## config.mk

```make
export PLATFORM = sky130hd
export DESIGN_NAME = dff_write_arbiter
export DESIGN_NICKNAME = d
export VERILOG_FILES = /design/src/rtl/dff_arb_pkg.sv /design/src/rtl/dff_write_arbiter_rr_pick.sv /design/src/rtl/dff_write_arbiter.sv
export SDC_FILE = /design/constraint.sdc
export NUM_CORES = 1
export LEC_CHECK = 0
export CORE_ASPECT_RATIO = 0.8
export CORE_MARGIN = 10
export CORE_UTILIZATION = 40
export CTS_CLUSTER_SIZE = 30
export DETAILED_ROUTE_END_ITERATION = 10
export PLACE_DENSITY_LB_ADDON = 0.1
export SYNTH_ARGS = -nofsm -noshare
export SYNTH_HDL_FRONTEND = slang
export SYNTH_SLANG_ARGS = --single-unit
export TNS_END_PERCENT = 100
```

## constraint.sdc

```tcl
create_clock -name clk -period 1.6 [get_ports clk]
set_input_delay 0.32 -clock clk [delete_from_list [all_inputs] [get_ports clk]]
set_output_delay 0.32 -clock clk [all_outputs]
set_load 0.1 [all_outputs]
```

## src/rtl/dff_arb_pkg.sv

```systemverilog
// Shared definitions for the dff_write_arbiter slice: FSM state type,
// pointer-width helper and default parameter values.
// Optional burst writes are enabled by defining DFF_ARB_BURST_EN.
package dff_arb_pkg;

    localparam int unsigned DEF_N_REQ = 4;
    localparam int unsigned DEF_WIDTH = 8;

    // Explicit encodings keep the state register layout identical to the
    // legacy localparam-based implementation.
    typedef enum logic [1:0] {
        ST_IDLE   = 2'd0,
        ST_GRANT  = 2'd1,
        ST_COMMIT = 2'd2
    } arb_state_e;

    // Width of a requester index / round-robin pointer (at least one bit).
    function automatic int unsigned ptr_width(input int unsigned n);
        return (n < 2) ? 1 : $clog2(n);
    endfunction

endpackage

```

## src/rtl/dff_write_arbiter_rr_pick.sv

```systemverilog
// rr_pick: combinational rotate-and-priority-encode.
// Returns the first asserted request scanning upward from ptr+1, wrapping
// modulo N_REQ. The requester at ptr itself is checked last.
module rr_pick
    import dff_arb_pkg::*;
#(
    parameter int unsigned N_REQ = DEF_N_REQ,
    parameter int unsigned PW    = ptr_width(N_REQ)
) (
    input  logic [N_REQ-1:0] req,
    input  logic [PW-1:0]    ptr,
    output logic [PW-1:0]    winner,
    output logic             valid
);

    // Scan offsets from farthest to nearest so the nearest asserted request
    // is the last assignment and therefore wins.
    always_comb begin
        int unsigned idx;
        idx    = 0;
        winner = '0;
        valid  = 1'b0;
        for (int unsigned k = N_REQ; k >= 1; k--) begin
            idx = 32'(ptr) + k;
            if (idx >= N_REQ) begin
                idx = idx - N_REQ;
            end
            if (req[PW'(idx)]) begin
                winner = PW'(idx);
                valid  = 1'b1;
            end
        end
    end

endmodule

```

## src/rtl/dff_write_arbiter.sv

```systemverilog
// dff_write_arbiter: round-robin arbiter sharing one WIDTH-bit holding
// register among N_REQ requesters. IDLE picks a winner, GRANT writes the
// winner's data and pulses ack, COMMIT is a one-cycle recovery slot.
// Define DFF_ARB_BURST_EN to add the lock input for back-to-back writes.
module dff_write_arbiter
    import dff_arb_pkg::*;
#(
    parameter int unsigned       N_REQ   = DEF_N_REQ,
    parameter int unsigned       WIDTH   = DEF_WIDTH,
    parameter logic [WIDTH-1:0]  Q_RESET = '0
) (
    input  logic                     clk,
    input  logic                     rst,
    input  logic [N_REQ-1:0]         req,
    input  logic [N_REQ*WIDTH-1:0]   wr_data,
`ifdef DFF_ARB_BURST_EN
    input  logic [N_REQ-1:0]         lock,
`endif
    output logic [N_REQ-1:0]         grant,
    output logic [N_REQ-1:0]         ack,
    output logic                     busy,
    output logic [WIDTH-1:0]         q
);

    localparam int unsigned PW = ptr_width(N_REQ);

    arb_state_e         state_q, state_d;
    logic [PW-1:0]      ptr_q,   ptr_d;
    logic [PW-1:0]      win_q,   win_d;
    logic [N_REQ-1:0]   grant_q, grant_d;
    logic [N_REQ-1:0]   ack_q,   ack_d;
    logic [WIDTH-1:0]   data_q,  data_d;

    logic [PW-1:0]      pick_idx;
    logic               pick_vld;
    logic [N_REQ-1:0]   pick_oh;
    logic [N_REQ-1:0]   win_oh;
    logic [WIDTH-1:0]   win_data;
    logic               win_req;
    logic               win_lock;

    rr_pick #(
        .N_REQ (N_REQ),
        .PW    (PW)
    ) u_pick (
        .req    (req),
        .ptr    (ptr_q),
        .winner (pick_idx),
        .valid  (pick_vld)
    );

    // Decode the held winner and the fresh pick into one-hot form, and mux
    // out the winner's request, lock and data lane.
    always_comb begin
        pick_oh  = '0;
        win_oh   = '0;
        win_data = '0;
        win_req  = 1'b0;
        win_lock = 1'b0;
        for (int unsigned i = 0; i < N_REQ; i++) begin
            if (pick_idx == PW'(i)) begin
                pick_oh[i] = 1'b1;
            end
            if (win_q == PW'(i)) begin
                win_oh[i] = 1'b1;
                win_data  = wr_data[i*WIDTH +: WIDTH];
                win_req   = req[i];
`ifdef DFF_ARB_BURST_EN
                win_lock  = lock[i];
`endif
            end
        end
    end

    // FSM next-state: arbitration in IDLE, write or abort in GRANT.
    always_comb begin
        state_d = state_q;
        ptr_d   = ptr_q;
        win_d   = win_q;
        grant_d = '0;
        ack_d   = '0;
        data_d  = data_q;
        case (state_q)
            ST_IDLE: begin
                if (pick_vld) begin
                    win_d   = pick_idx;
                    grant_d = pick_oh;
                    state_d = ST_GRANT;
                end
            end
            ST_GRANT: begin
                if (win_req) begin
                    data_d = win_data;
                    ack_d  = win_oh;
                    if (win_lock) begin
                        // Burst word: keep grant, hold the pointer until
                        // the final (unlocked) word.
                        grant_d = win_oh;
                    end else begin
                        ptr_d   = win_q;
                        state_d = ST_COMMIT;
                    end
                end else begin
                    state_d = ST_IDLE;
                end
            end
            ST_COMMIT: begin
                state_d = ST_IDLE;
            end
            default: begin
                state_d = ST_IDLE;
            end
        endcase
    end

    // State and output registers with asynchronous reset.
    always_ff @(posedge clk or posedge rst) begin
        if (rst) begin
            state_q <= ST_IDLE;
            ptr_q   <= PW'(N_REQ - 1);
            win_q   <= '0;
            grant_q <= '0;
            ack_q   <= '0;
            data_q  <= Q_RESET;
        end else begin
            state_q <= state_d;
            ptr_q   <= ptr_d;
            win_q   <= win_d;
            grant_q <= grant_d;
            ack_q   <= ack_d;
            data_q  <= data_d;
        end
    end

    assign grant = grant_q;
    assign ack   = ack_q;
    assign busy  = (state_q != ST_IDLE);
    assign q     = data_q;

endmodule

```

* Word level (Yosys, flattened, before mapping)
Index checks and enable logic that the tools add are counted.
** Operators by class
- $add $sub $neg :: 8
- Multipliers :: 0
- Div/mod/pow operators :: 0
- Order comparisons :: 8
- Eq/ne operators :: 8
- Shifts and indexed selects :: 0
- Muxes and demuxes :: 43
- Bitwise gates (word level) :: 0
- Reduce and logical (&&, ||, !) cells :: 6
** Operators by type and width (number)
- 2-to-1 mux 8 bit :: 4
- 2-to-1 mux 1 bit :: 20
- 2-to-1 mux 2 bit :: 10
- 2-to-1 mux 4 bit :: 4
- less-than comparator 2 x 3 -> 1 bit, second input constant :: 4
- >= comparator 3 bit, second input constant :: 3
- binary-select mux 1 bit (select 2 bit) :: 4
- equality test 2 bit, second input constant :: 4
- subtractor 2 x 1 -> 2 bit, second input constant :: 4
- adder 2 x 2 -> 3 bit, second input constant :: 2
- equality test 2 x 1 -> 1 bit, second input constant :: 3
- zero test 2 bit :: 3
- adder 2 x 3 -> 4 bit, second input constant :: 1
- >= comparator 4 x 3 -> 1 bit, second input constant :: 1
- one-hot mux 2 bit (2 select lines) :: 1
- AND reduction 2 bit :: 2
- adder 2 x 1 -> 3 bit, second input constant :: 1
- != test 2 bit, second input constant :: 1
- nonzero test 2 bit :: 1
** Storage, ports and cells
- Bits in registers :: 22
- Bits in latches :: 0
- RAM bits :: 0
- Memory bits (read-only) :: 0
- Input port bits :: 38
- Output and inout bits :: 17
- Memories :: 0

* Longest topological paths before layout
Gate-level depths: netlist (run 1).
- Word-level depth :: 13
- Depth in mapped cells :: 6

* By module
Synthesis (run 1) repeated with hierarchy kept, for this count alone.
** Unflattened totals
- Cells, all modules :: 87
- Area total of the unflattened synthesis :: 1208.7 µm²
** By module, submodules not included
- dff_write_arbiter :: instances 1, cells each 73, area each 1117.3 µm², seq. area each 553.0 µm²
- rr_pick :: instances 1, cells each 14, area each 91.3 µm², seq. area each 0.0 µm²

* Least setup slack after synthesis (run 1)
OpenSTA, ideal clock, no wires.
- Path kind :: reg2reg
- Start point :: reg state_q[0]
- End point :: reg win_q[0]
- Library setup time :: 0.128 ns
- Arrival :: 1.448 ns
- Data required time :: 1.472 ns
- Slack :: 0.024 ns
- Cell stages (with the launch flop) :: 4
- Path buffers :: 0
- Cells stage by stage :: dfrtp_1 -> or2_2 -> nor2_1 -> mux2_1
** Between the ends
- Cells in the longest elaborated chain, start to end :: 2
** Ends and longest elaborated chain
- start: declaration :: RTL line dff_write_arbiter.sv:27 : arb_state_e state_q, state_d;
- start signal: assignment :: RTL line dff_write_arbiter.sv:126 : state_q <= state_d;
- zero test 2 bit :: RTL line dff_write_arbiter.sv:83 : case (state_q)
- AND reduction 2 bit (no line)
- end signal: assignment :: RTL line dff_write_arbiter.sv:128 : win_q <= win_d;
- end: declaration :: RTL line dff_write_arbiter.sv:29 : logic [PW-1:0] win_q, win_d;
Every way passes these cells.
A chain may end at the register's enable or synchronous reset.

* Worst setup path in the final report (run 1)
- Start point :: in req[2]
- End point :: reg data_q[4] (netlist: q[4])
** Between the ends
- Cells in the longest elaborated chain, start to end :: 3
** Ends and longest elaborated chain
- start: declaration :: RTL line dff_write_arbiter.sv:14 : input logic [N_REQ-1:0] req,
- 2-to-1 mux 1 bit (2 in series) :: RTL line dff_write_arbiter.sv:64 : if (win_q == PW'(i)) begin
- AND reduction 2 bit (no line)
- end signal: assignment :: RTL line dff_write_arbiter.sv:131 : data_q <= data_d;
- end: declaration :: RTL line dff_write_arbiter.sv:32 : logic [WIDTH-1:0] data_q, data_d;
Every way passes these cells.

==> results.json, run 1 <==
{
  "crit_chain": "clkdlybuf4s50_1 > nor2b_1 > nor3_2 > a21oi_2 > buf_6 > mux2_4",
  "gr-total-overflow": 0,
  "worst_ep_required_time_ns": 1.80,
  "outcome": "finished clean",
  "final_nets": 194,
  "core.rowCount": 17,
  "syn-num-nets": 120,
  "vias_per_cell": 4.76,
  "drc_errors": 0,
  "cts-root-buf": "clkbuf_4",
  "tritoncts": "done",
  "dieWidth_um": 80.0,
  "clk_path_buf_depth": 2,
  "drv_cap": 0,
  "crit_path_top_delay_cell": "clkdlybuf4s50_1",
  "htreeDepth": 1,
  "ir_drop_uv": 1370,
  "dr.pass1.iters": 4,
  "power_density_nw_per_um2": 2330,
  "cts_buffers": 3,
  "worst_clock_skew_ns": 0.00662,
  "dr.first_iter.drc_count": 15,
  "regToRegSetupSlack_ns": 0.04,
  "syn_to_final_growth_pct": 82.5,
  "p_leak_nw": 0.958,
  "postLayoutCellArea_um2": 2100,
  "synth_cell_type_count": 30,
  "fin_crit_sh": 0.979,
  "whs_ns": 0.340,
  "critPathLaunchType": "input port",
  "reg2reg_to": "q[4]",
  "place_area_um2": 2010,
  "ys_warn_count": 0,
  "wirelength_um": 3320,
  "grt_pass1_wl_um": 5020,
  "worstRegToRegCells": 5,
  "final.setup.tns_ns": 0,
  "vias": 919,
  "fin_util": 0.761,
  "clock.fmax_mhz": 639,
  "postRouteAntennaNets": 0,
  "antenna_cells": 0,
  "drive_gt1_frac": 0.458,
  "finalSetupViolCount": 0,
  "grt_use_total": 0.118,
  "maxSlewHeadroom": 0.746,
  "slowest_delay_ns": 0.50,
  "numClockSinks": 22,
  "ys_ff_latch": 22,
  "io_pins": 55,
  "synth-seq-area-share": 0.480,
  "portBuffers": 54,
  "finalHoldViolCount": 0,
  "core_um2": 2770,
  "synth.avg_cell_area_um2": 14.1,
  "antenna_found_initial": 0,
  "grt_max_degree": 23,
  "fp.dieH_um": 68.0,
  "worstSetupPathType": "input port to flip-flop",
  "rsz0062_at_grt": "true",
  "r2r_start": "win_q[1]",
  "netlist_area_um2": 1150,
  "final_max_slew_viol_count": 0,
  "grt_pass1_vias": 993,
  "layout_common_cells": "clkdlybuf4s50_1 (35), dfrtp_1 (18), buf_12 (17), buf_4 (16), mux2_4 (10)",
  "gp_congestion": 0.752,
  "dp_hpwl_um": 2770,
  "clk_pin_slew_ns": 0.12,
  "die_area_um2": 5440,
  "crit_path_max_fanout": 5,
  "drt-wirelength-per-cell_um": 17.2,
  "clock_latency_ns": 0.31,
  "path_buf_inv": 2,
  "cp_top_family": "buffers and inverters",
  "crit_arrival_ns": 1.77,
  "critPathCaptureType": "flip-flop",
  "synth_cells": 82,
  "floorplan.initialDensity": 0.417,
  "worst_pin_slew_ns": 0.378,
  "min_path_type": "input port to asynchronous set/reset pin",
  "layout_commonest_cell": "clkdlybuf4s50_1",
  "period_needed_ns": 1.57
}
-- metrics by stage --
stage	std cells	total power [mW]	worst slack (ns)
floorplan	82	3.22	0.0243
global placement	187	4.45	-0.227
detailed placement	187	4.51	-0.323
CTS	191	4.82	0.00902
global route	193	5.09	-0.0257
finish	193	4.90	0.0339
-- sequential cells by signal, indices dropped and copies added, names as in the netlist --
name / flops
q: 8
ack: 4
grant: 4
ptr_q: 2
state_q: 2
win_q: 2
-- cell families after synthesis --
kind of cell | share of synthesized area
muxes | 0.305
and+or+nand+nor | 0.129
DFF | 0.480
AOI/OAI and AO/OA | 0.0456
buffers and inverters | 0.0402
-- cell type report --
class | instances | area (um^2)
sequential | 22 | 556
tap | 38 | 47.5
clock buffer | 4 | 36.3
inverter | 4 | 15.0
timing repair buffer | 73 | 870
fill | 183 | 662
multi-input combinational | 52 | 579
-- worst reg2reg max path: cells and delay by family (launching register included) --
family,cells,cell delay [ns]
AO/OA/AOI/OAI,1,0.23
buffers and inverters,1,0.17
flip-flops,1,0.47
multiplexers,1,0.30
AND/OR/NAND/NOR,2,0.29
-- cell usage after synthesis (all sizes together) --
master,number,share of area
o31ai,1,0.0065
mux2i,1,0.0087
a21boi,1,0.0065
or3,1,0.0054
mux4,8,0.16
dfrtp,20,0.43
o22a,1,0.0076
nor4,3,0.016
mux2,11,0.14
buf,4,0.027
nor3,3,0.026
inv,4,0.013
and3,1,0.0054
nand2b,3,0.016
nand2,3,0.0098
nor2b,4,0.022
dfstp,2,0.046
nor2,3,0.0098
and3b,1,0.0076
or2,2,0.011
o21ai,3,0.013
a21oi,2,0.012
-- worst max path at each step --
stage                     cells past startpoint       start  endpoint  slack, ns
after floorplan                               3  state_q[0]  win_q[0]       0.02
after global placement                        6      req[0]      q[4]      -0.23
after detailed placement                      5      req[0]  win_q[0]      -0.32
after CTS                                     5    win_q[0]      q[7]      0.009
after global routing                          5    win_q[1]      q[7]      -0.03
final                                         6      req[2]      q[4]       0.03
-- timing repair --
| action | CTS | global route |
|---|---|---|
| buffers inserted | 0 | 2 |
| resized for setup | 1 | 12 |
| setup endpoints to repair | 7 | 13 |
| hold buffers | 0 | 0 |
| pin swaps | 0 | 4 |
-- routing by layer --
| metal | share of wire | vias up | global-route usage |
|---|---|---|---|
| li1 | - | 448 | - |
| met1 | 0.40 | 439 | 0.136 |
| met2 | 0.52 | 28 | 0.201 |
| met3 | 0.070 | 4 | 0.0497 |
| met4 | 0.011 | 0 | 0.0263 |
| met5 | 0 | - | 0 |
-- power breakdown --
| group | switching (mW) | internal [mW] |
|---|---|---|
| Sequential | 0.267 | 0.818 |
| Clock | 0.165 | 0.139 |
| Combinational | 1.90 | 1.60 |
| Total | 2.33 | 2.56 |
Power figures use the tool's default switching activity.
==> run 2, diff against run 1 <==
--- a/config.mk
+++ b/config.mk
@@ -5,12 +5,13 @@
 export SDC_FILE = /design/constraint.sdc
 export NUM_CORES = 1
 export LEC_CHECK = 0
+export CAP_MARGIN = 30
 export CORE_ASPECT_RATIO = 0.8
 export CORE_MARGIN = 10
 export CORE_UTILIZATION = 40
 export CTS_CLUSTER_SIZE = 30
 export DETAILED_ROUTE_END_ITERATION = 10
-export PLACE_DENSITY_LB_ADDON = 0.1
+export PLACE_DENSITY_LB_ADDON = 0.05
 export SYNTH_ARGS = -nofsm -noshare
 export SYNTH_HDL_FRONTEND = slang
 export SYNTH_SLANG_ARGS = --single-unit
==> results.json, run 2 (synthesized netlist as in run 1, its figures left out) <==
{
  "outcome": "finished clean",
  "largest_register_ffs": 8,
  "regToRegSetupSlack_ns": 0.06,
  "worstRegToRegCells": 3,
  "gp_congestion": 0.772,
  "postRouteAntennaNets": 0,
  "crit_path_max_fanout": 5,
  "io_pins": 55,
  "dieWidth_um": 80.0,
  "floorplan.initialDensity": 0.417,
  "core.rowCount": 17,
  "worst_pin_slew_ns": 0.398,
  "postLayoutCellArea_um2": 2040,
  "critPathCaptureType": "flip-flop",
  "crit_arrival_ns": 1.76,
  "drt-wirelength-per-cell_um": 17.7,
  "crit_chain": "clkdlybuf4s50_1 > nor3_4 > nor3_2 > a21oi_2 > buf_4 > mux2_2",
  "slowest_delay_ns": 0.50,
  "die_area_um2": 5440,
  "numClockSinks": 22,
  "vias_per_cell": 4.96,
  "grt_pass1_vias": 1043,
  "dr.pass1.iters": 4,
  "clock_latency_ns": 0.31,
  "p_leak_nw": 0.903,
  "ir_drop_uv": 1400,
  "grt_use_total": 0.123,
  "cp_top_family": "buffers and inverters",
  "layout_common_cells": "clkdlybuf4s50_1 (37), dfrtp_1 (18), buf_12 (18), buf_4 (12), mux2_4 (9)",
  "fp.dieH_um": 68.0,
  "finalSetupViolCount": 0,
  "core_um2": 2770,
  "place_area_um2": 1980,
  "min_path_type": "input port to asynchronous set/reset pin",
  "grt_max_degree": 23,
  "final.setup.tns_ns": 0,
  "period_needed_ns": 1.54,
  "drc_errors": 0,
  "gr-total-overflow": 0,
  "antenna_cells": 0,
  "vias": 927,
  "worst_ep_required_time_ns": 1.81,
  "clock.fmax_mhz": 649,
  "dr.first_iter.drc_count": 23,
  "worst_clock_skew_ns": 0.00253,
  "wirelength_um": 3310,
  "final_max_slew_viol_count": 0,
  "drv_cap": 0,
  "ctsHoldBuffers": 0,
  "reg2reg_to": "q[2]",
  "fill_cells": 191,
  "final_nets": 188,
  "portBuffers": 54,
  "syn_to_final_growth_pct": 76.8,
  "maxSlewHeadroom": 0.732,
  "worstSetupPathType": "input port to flip-flop",
  "setup.worst_path.end": "q[2]",
  "finalHoldViolCount": 0,
  "cts-root-buf": "clkbuf_4",
  "cts_buffers": 3,
  "tritoncts": "done",
  "drive_gt1_frac": 0.416,
  "dp_hpwl_um": 2700,
  "clk_path_buf_depth": 2,
  "fin_crit_sh": 0.963,
  "path_buf_inv": 2,
  "r2r_start": "win_q[0]",
  "layout_commonest_cell": "clkdlybuf4s50_1",
  "power_density_nw_per_um2": 2360,
  "cp-startpoint": "req[0]",
  "grt_pass1_wl_um": 5230,
  "crit_path_top_delay_cell": "clkdlybuf4s50_1",
  "critPathLaunchType": "input port",
  "antenna_found_initial": 0,
  "worst-path-stages": 6,
  "clk_pin_slew_ns": 0.13,
  "htreeDepth": 1
}
run 2: cell types whose count changed in the layout (fill, tap and decap cells not counted), sizes merged:
cell and change:
buf -6, clkdlybuf4s50 +2, dlymetal6s2s -2
run 2: final cells by class:
cell class	instances	area, um^2	share of cell area
flip-flops and latches	22	556	0.273
multi-input cells	52	562	0.276
repair buffers	67	821	0.403
inverters	4	15.0	0.00737
well taps	38	47.5	0.0233
clock buffers	4	36.3	0.0178
run 2: report_power, final:
part	switching, mW	internal [mW]	leakage [nW]
registers	0.281	0.817	0.271
clock network	0.177	0.139	0.0210
logic	1.87	1.51	0.611
total	2.33	2.47	0.903
run 2: worst min path at each step:
stage,from,to
after floorplan,rst,ack[0]
after global placement,q[6],q[6]
after detailed placement,q[4],q[4]
after CTS,rst,q[5]
after global routing,rst,ack[1]
final,rst,ack[3]
run 2: metrics by stage:
step                 util  power, mW  hold slack [ns]  worst slack (ns)  cells
floorplan               -       3.22            0.308            0.0243     82
global placement    0.717       4.42            0.564            -0.237    182
detailed placement  0.717       4.47            0.567            -0.255    182
CTS                 0.730       4.79            0.344            0.0394    186
global route        0.737       5.00            0.369           -0.0182    187
finish              0.737       4.80            0.329            0.0587    187
run 2: tightest hold or removal path, cell delays in order:
cell and delay, ns:
clkdlybuf4s50_1 0.40, inv_1 0.05, buf_4 0.28
run 2: repair_timing:
item	in CTS	in global routing
endpoints found under the setup margin	1	6
buffers inserted	0	1
pin swaps	0	0
cloned	0	0
resized for setup	1	3
run 2: metal layers:
layer	share of wire	up-vias	GRT usage	wire, um
met2	0.55	30	0.221	1810
met5	0	-	0	0
met3	0.060	4	0.0366	200
met1	0.38	456	0.138	1250
met4	0.015	0	0.0417	48
li1	-	437	-	-
==> run 3, diff against run 2 <==
--- a/config.mk
+++ b/config.mk
@@ -7,7 +7,6 @@
 export LEC_CHECK = 0
 export CAP_MARGIN = 30
 export CORE_ASPECT_RATIO = 0.8
-export CORE_MARGIN = 10
 export CORE_UTILIZATION = 40
 export CTS_CLUSTER_SIZE = 30
 export DETAILED_ROUTE_END_ITERATION = 10
==> results.json, run 3 (synthesized netlist as in run 1, its figures left out) <==
{
  "crit_path_top_delay_cell": "mux4_2",
  "ctsHoldBuffers": 0,
  "grt_pass1_wl_um": 4540,
  "seqPwrFrac": 0.219,
  "path_buf_inv": 1,
  "intPower_mw": 2.63,
  "clk_pin_slew_ns": 0.12,
  "power_density_nw_per_um2": 2360,
  "dp_slack_ns": -0.270,
  "grt_use_total": 0.206,
  "regToRegSetupSlack_ns": 0.06,
  "final_nets": 192,
  "seq_area_um2": 556,
  "clk_path_buf_depth": 2,
  "worstSetupPathType": "flip-flop to flip-flop",
  "critPathCaptureType": "flip-flop",
  "io_pins": 55,
  "fin_crit_sh": 0.965,
  "r2r_start": "win_q[0]",
  "grtUsageMet2": 0.353,
  "finalHoldViolCount": 0,
  "dp_hpwl_um": 2180,
  "wirelength_um": 2860,
  "antenna_found_initial": 0,
  "dp_cells": 186,
  "dr.first_iter.drc_count": 12,
  "vias_per_cell": 4.93,
  "worst_pin_slew_ns": 0.265,
  "dr.pass1.iters": 4,
  "finalSetupViolCount": 0,
  "clock.fmax_mhz": 648,
  "pwr-share-clk": 0.086,
  "setup_ws_ns": 0.0564,
  "antenna_cells": 0,
  "core.rowCount": 17,
  "grt_pass1_vias": 1003,
  "drc_errors": 0,
  "clock_latency_ns": 0.31,
  "cp-startpoint": "win_q[0]",
  "slowest_delay_ns": 0.51,
  "use_met3": 0.0499,
  "layout_common_cells": "clkdlybuf4s50_1 (36), dfrtp_1 (18), buf_12 (18), buf_4 (15), mux2_4 (9)",
  "period_needed_ns": 1.54,
  "drv_cap": 0,
  "ir_drop_uv": 1460,
  "dieWidth_um": 62.0,
  "worst_clock_skew_ns": 0.00198,
  "gr-total-overflow": 0,
  "switching_share": 0.470,
  "fill_cells": 178,
  "p_leak_nw": 0.945,
  "crit_path_max_fanout": 9,
  "cp_top_family": "multiplexers",
  "grt_util_met1": 0.252,
  "crit_arrival_ns": 1.76,
  "maxSlewHeadroom": 0.822,
  "portBuffers": 54,
  "final_max_slew_viol_count": 0,
  "worstRegToRegCells": 3,
  "crit_chain": "buf_12 > mux4_2 > mux2_4",
  "outcome": "finished clean",
  "floorplan.initialDensity": 0.420,
  "layout_commonest_cell": "clkdlybuf4s50_1",
  "drt-wirelength-per-cell_um": 15.0,
  "fp.dieH_um": 50.0,
  "min_path_type": "input port to asynchronous set/reset pin",
  "drive_gt1_frac": 0.444,
  "grt_max_degree": 23,
  "tritoncts": "done",
  "final_cells": 191,
  "syn_to_final_growth_pct": 82.3,
  "numClockSinks": 22,
  "busiest_layer": "met2",
  "core_um2": 2740,
  "vias": 942,
  "largest_register_ffs": 8,
  "cts_buffers": 3,
  "fin_util": 0.766,
  "critPathLaunchType": "flip-flop",
  "worst_ep_required_time_ns": 1.81,
  "gp_congestion": 0.809,
  "postRouteAntennaNets": 0,
  "cts-root-buf": "clkbuf_4",
  "power.switching_mw": 2.33,
  "p_comb_frac": 0.695,
  "reg2reg_to": "q[3]",
  "multiInputGateArea_um2": 573,
  "rsz0062_at_grt": "false",
  "die_area_um2": 3100,
  "worst-path-stages": 3,
  "htreeDepth": 1
}
==> run 3: timing repair <==
| item | 4_1_cts | 5_1_grt |
|---|---|---|
| gates cloned | 0 | 0 |
| setup endpoints to repair | 5 | 12 |
| buffers inserted | 0 | 1 |
| endpoints found under the hold margin | 0 | 0 |
| pin swaps | 0 | 3 |
| gates resized for setup | 1 | 7 |
==> run 3: worst reg2reg max path: stages (launching register included) <==
cell,delay [ns]
dfrtp_2,0.48
buf_12,0.17
mux4_2,0.51
mux2_4,0.28
==> run 3: layout make-up <==
class	count	area share
tap	38	0.0226
sequential	22	0.264
timing repair buffer	71	0.408
clock buffer	3	0.0107
clock inverter	1	0.0143
inverter	4	0.00715
multi-input combinational	52	0.273
==> run 3: power by group through the flow <==
stage          Combinational (mW)  Sequential (mW)  Clock [mW]
3_3_place_gp                 3.36             1.07           0
2_1_floorplan                1.13             2.09           0
4_1_cts                      3.41             1.08       0.437
6_report                     3.45             1.09       0.425
5_1_grt                      3.59             1.12       0.459
3_5_place_dp                 3.41             1.09           0
==> run 3: worst max path at each step <==
| stage | end | slack, ns |
|---|---|---|
| 4_1_cts | q[3] | 0.006 |
| 3_5_place_dp | q[3] | -0.27 |
| 2_1_floorplan | win_q[0] | 0.02 |
| 5_1_grt | grant[2] | 0.002 |
| 3_3_place_gp | q[4] | -0.23 |
| 6_report | q[3] | 0.06 |
==> run 3: layer usage <==
layer  vias up  routed length, um
met5         -                  0
met4         0                 55
met3         7                164
met2        36               1470
met1       455               1160
li1        444                  -
==> run 3: metrics by stage <==
step	power, mW	TNS (ns)	instance area, um^2	hold slack [ns]
2_1_floorplan	3.22	0	1150	0.308
3_3_place_gp	4.43	-2.96	2010	0.556
3_5_place_dp	4.49	-3.70	2010	0.563
4_1_cts	4.93	0	2070	0.341
5_1_grt	5.17	0	2100	0.357
6_report	4.96	0	2100	0.342
